[src/rtl/alu_share_arbiter.sv]
// Round-robin arbiter sharing one add/AND datapath between two requesters.
// Each grant runs IDLE -> EXEC -> RESP; all outputs come straight from flops.
module alu_share_arbiter #(
    parameter int unsigned WIDTH = 4
) (
    input  logic             clk,
    input  logic             rst_n,
    input  logic             req0,
    input  logic [1:0]       op0,
    input  logic [WIDTH-1:0] a0,
    input  logic [WIDTH-1:0] b0,
    input  logic             req1,
    input  logic [1:0]       op1,
    input  logic [WIDTH-1:0] a1,
    input  logic [WIDTH-1:0] b1,
    output logic             gnt0,
    output logic             gnt1,
    output logic             rsp_valid,
    output logic             rsp_id,
    output logic [WIDTH-1:0] result,
    output logic             carry,
    output logic             busy
);

    typedef enum logic [1:0] {
        IDLE,
        EXEC,
        RESP
    } state_t;

    state_t           state, state_nxt;
    logic             grant;
    logic             win_id;
    logic             last_gnt;
    logic [1:0]       op_q;
    logic [WIDTH-1:0] a_q, b_q;
    logic             id_q;
    logic [WIDTH:0]   alu_sum;

    always_ff @(posedge clk or negedge rst_n) begin
        if (!rst_n) state <= IDLE;
        else        state <= state_nxt;
    end

    // On a tie the requester that was not granted last wins.
    always_comb begin
        state_nxt = state;
        grant     = 1'b0;
        win_id    = 1'b0;
        case (state)
            IDLE: begin
                if (req0 || req1) begin
                    grant     = 1'b1;
                    win_id    = (req0 && req1) ? ~last_gnt : req1;
                    state_nxt = EXEC;
                end
            end
            EXEC:    state_nxt = RESP;
            RESP:    state_nxt = IDLE;
            default: state_nxt = IDLE;
        endcase
    end

    always_comb begin
        alu_sum = '0;
        case (op_q)
            2'b00:   alu_sum = '0;
            2'b10:   alu_sum = {1'b0, a_q & b_q};
            default: alu_sum = {1'b0, a_q} + {1'b0, b_q};
        endcase
    end

    always_ff @(posedge clk or negedge rst_n) begin
        if (!rst_n) begin
            last_gnt  <= 1'b1;
            op_q      <= '0;
            a_q       <= '0;
            b_q       <= '0;
            id_q      <= 1'b0;
            gnt0      <= 1'b0;
            gnt1      <= 1'b0;
            rsp_valid <= 1'b0;
            rsp_id    <= 1'b0;
            result    <= '0;
            carry     <= 1'b0;
            busy      <= 1'b0;
        end else begin
            gnt0      <= grant && !win_id;
            gnt1      <= grant && win_id;
            rsp_valid <= (state == EXEC);
            busy      <= (state_nxt != IDLE);
            if (grant) begin
                last_gnt <= win_id;
                id_q     <= win_id;
                op_q     <= win_id ? op1 : op0;
                a_q      <= win_id ? a1 : a0;
                b_q      <= win_id ? b1 : b0;
            end
            if (state == EXEC) begin
                result <= alu_sum[WIDTH-1:0];
                carry  <= alu_sum[WIDTH];
                rsp_id <= id_q;
            end
        end
    end

endmodule

[config.mk]
export PLATFORM = sky130hd
export DESIGN_NAME = alu_share_arbiter
export DESIGN_NICKNAME = d
export VERILOG_FILES = /design/src/rtl/alu_share_arbiter.sv
export SDC_FILE = /design/constraint.sdc
export NUM_CORES = 1
export LEC_CHECK = 0
export CAP_MARGIN = 5
export CORE_MARGIN = 4
export CORE_UTILIZATION = 45
export CTS_CLUSTER_DIAMETER = 100
export DETAILED_ROUTE_END_ITERATION = 12
export PLACE_DENSITY_LB_ADDON = 0.08
export SYNTH_ARGS = -nofsm -noshare
export SYNTH_HDL_FRONTEND = slang
export SYNTH_SLANG_ARGS = --single-unit
[constraint.sdc]
create_clock -name clk -period 2.1 [get_ports clk]
set_input_delay 0.525 -clock clk [delete_from_list [all_inputs] [get_ports clk]]
set_output_delay 0.525 -clock clk [all_outputs]
set_load 0.02 [all_outputs]
==> impl_metrics.json <==
{
  "crit_chain": "clkdlybuf4s50_1",
  "synth_area_leaders": "dfrtp_1 (50%), a221o_1 (8.2%), a21boi_0 (5.4%)",
  "grt_max_degree": 24,
  "synth_most_common_cell": "dfrtp_1",
  "outcome": "completed",
  "synth_cell_types": 34,
  "num-nets-final": 158,
  "core_mm2": 0.00228,
  "via_per_inst": 5.56,
  "tns_ns": 0,
  "arrival_ns": 1.32,
  "worst_path_max_delay_cell": "clkdlybuf4s50_1",
  "crit_path_max_fanout": 4,
  "diodes": 0,
  "worst_slew_pin_slew_ns": 0.469,
  "dpl_cell_area_mm2": 0.00145,
  "synthToLayoutAreaGrowth_pct": 33.2,
  "routed_wl_um": 2290,
  "setup_viol": 0,
  "yosysWarnings": 0,
  "fin_crit_ns": 1.84,
  "post_drt_wl_per_cell_um": 14.7,
  "die-area_mm2": 0.00331,
  "grt_pass1_vias": 917,
  "detail-route-antenna-nets": 0,
  "clock_latency_ns": 0.30,
  "pin_count": 34,
  "drtIter0Drc": 22,
  "synthCells": 94,
  "drc": 0,
  "clk_path_buf_depth": 2,
  "routabilityCongestion": 0.770,
  "antenna_found_initial": 0,
  "grt_usage_pct": 14.9,
  "synth_top_area_share_pct": 49.8,
  "max_freq_ghz": 0.543,
  "clk_pin_slew_worst_paths_ns": 0.12,
  "ys_ff_latch": 23,
  "h-tree-depth": 1,
  "vdd_drop_max_uv": 761,
  "hold_path_class": "flop to flop",
  "ys_seq_area_share_pct": 52.2,
  "drtPass1Iterations": 4,
  "grt_overflow": 0,
  "num_rows": 17,
  "post_cts_resized": 0,
  "grt_pass1_wl_um": 3860,
  "die_h_um": 57.6,
  "fin_area_mm2": 0.00147,
  "cts_setup_buffers": 0,
  "skew_ns": 0.00296,
  "yosysTopAreaCell": "dfrtp_1",
  "end_kind": "output port",
  "cp_top_family": "buffers and inverters",
  "start_util_pct": 48.5,
  "cts-buffers-inserted": 3,
  "placed_cells": 152,
  "synth.cell_area_mm2": 0.00110,
  "fin_crit_sh_pct": 87.7,
  "cts_hold_buf": 0,
  "syn-num-nets": 123,
  "worstPathRequired_ns": 1.57,
  "maxCapViolCount": 0,
  "layout-drive-gt1-share_pct": 9.38,
  "cts_tree": "yes",
  "relSlewSlack_pct": 68.8,
  "syn_avg_cell_area_um2": 11.8,
  "crit_type": "flop to output port",
  "startpoint_type": "flop",
  "power_density_mw_per_mm2": 1400,
  "rsz0062_at_grt": "false",
  "slew_violations": 0,
  "ctsRootBufferMaster": "clkbuf_4",
  "cts_sinks": 23,
  "synth_top_flop_cell": "dfrtp_1",
  "cp_num_buf_inv": 1,
  "p_leak_nw": 0.661,
  "critPathMaxStageDelay_ns": 0.61,
  "numPortBuffers": 33,
  "finalNonFillerCells": 156,
  "vias": 868,
  "die_x_um": 57.6,
  "synthArstFlopShare_pct": 100,
  "synth_edf_count": 0,
  "hold_viol_final": 0,
  "synth_top_cells_by_count": "dfrtp_1 (22), a221o_1 (9), a21boi_0 (8), nand2_1 (8), nor2_1 (6)"
}
[kinds of logic (layout without fill, tap and decap cells)]
family,count (synthesis),after routing,share of synthesized area [%]
AO/OA/AOI/OAI,31,31,23.3
AND/OR/NAND/NOR,26,26,12.7
flip-flops,23,23,52.2
buffers and inverters,8,42,4.64
adder cells (fa/ha/maj),5,5,6.34
XOR/XNOR,1,1,0.793
[state kept, by name, indices dropped and copies added (netlist names)]
register	flops
result	4
rsp_id	1
id_q	1
gnt0	1
b_q	4
rsp_valid	1
state	1
carry	1
op_q	2
busy	1
last_gnt	1
gnt1	1
a_q	4
[report_power, final]
part           switching, W  internal [W]  total, W
clock network      0.000128     0.0000740  0.000202
registers          0.000138      0.000657  0.000795
logic              0.000536      0.000532   0.00107
[placed cells by master (no fill, tap or decap), drive strengths merged]
| cell type | n |
|---|---|
| clkdlybuf4s50 | 33 |
| dfrtp | 22 |
| a221o | 10 |
| a21boi | 9 |
| nand2 | 8 |
| nor2 | 6 |
| ha | 4 |
| clkbuf | 4 |
| nand3 | 3 |
| a21oi | 3 |
| inv | 3 |
| a21o | 3 |
| a221oi | 2 |
| buf | 2 |
| nand2b | 2 |
| and3 | 2 |
| or2 | 1 |
| a2111o | 1 |
| and2 | 1 |
| nand4 | 1 |
| and4b | 1 |
| a22oi | 1 |
| o31ai | 1 |
| nor2b | 1 |
| xor2 | 1 |
| a31oi | 1 |
| fa | 1 |
| dfstp | 1 |
[layout make-up]
class                      count  area, um2
tap                           28       35.0
timing repair buffer          35        345
clock buffer                   4       26.3
sequential                    23        577
inverter                       3       11.3
multi-input combinational     63        477
fill                         201        805
[stage by stage]
stage,total power [W],setup slack [ns],hold WS (ns),util (%)
after CTS,0.00208,0.257,0.495,64.7
after floorplan,0.00152,0.578,0.229,-
after detailed placement,0.00189,0.184,0.465,63.5
after global routing,0.00225,0.208,0.525,64.7
final,0.00206,0.258,0.501,64.7
after global placement,0.00184,0.228,0.458,63.5
[final timing paths]
check | startpoint | endpoint | slack (ns) | depth (start not counted)
max | rsp_valid$_DFF_PN0_ | rsp_valid | 0.26 | 1
min | id_q$_DFFE_PN0P_ | rsp_id$_DFFE_PN0P_ | 0.50 | 2
min reg2reg | id_q$_DFFE_PN0P_ | rsp_id$_DFFE_PN0P_ | 0.50 | 2
min in group asynchronous | rst_n | busy$_DFF_PN0_ | 0.55 | 2
max reg2reg | a_q[0]$_DFFE_PN0P_ | result[2]$_DFFE_PN0P_ | 0.49 | 5
max in group asynchronous | rst_n | last_gnt$_DFFE_PN1P_ | 1.27 | 2
[tightest hold or removal path, delay by kind of cell, from the launching register on]
family / cells / cell delay (ns)
flops: 1 / 0.38
simple gates: 2 / 0.10
[routing by layer]
metal	vias to the layer above	track usage, %	share of wire [%]
li1	420	-	-
met1	412	17.7	40
met2	30	26.6	51
met3	6	2.04	7.0
met4	0	6.29	1.9
met5	-	0	0
Power figures use the tool's default switching activity.
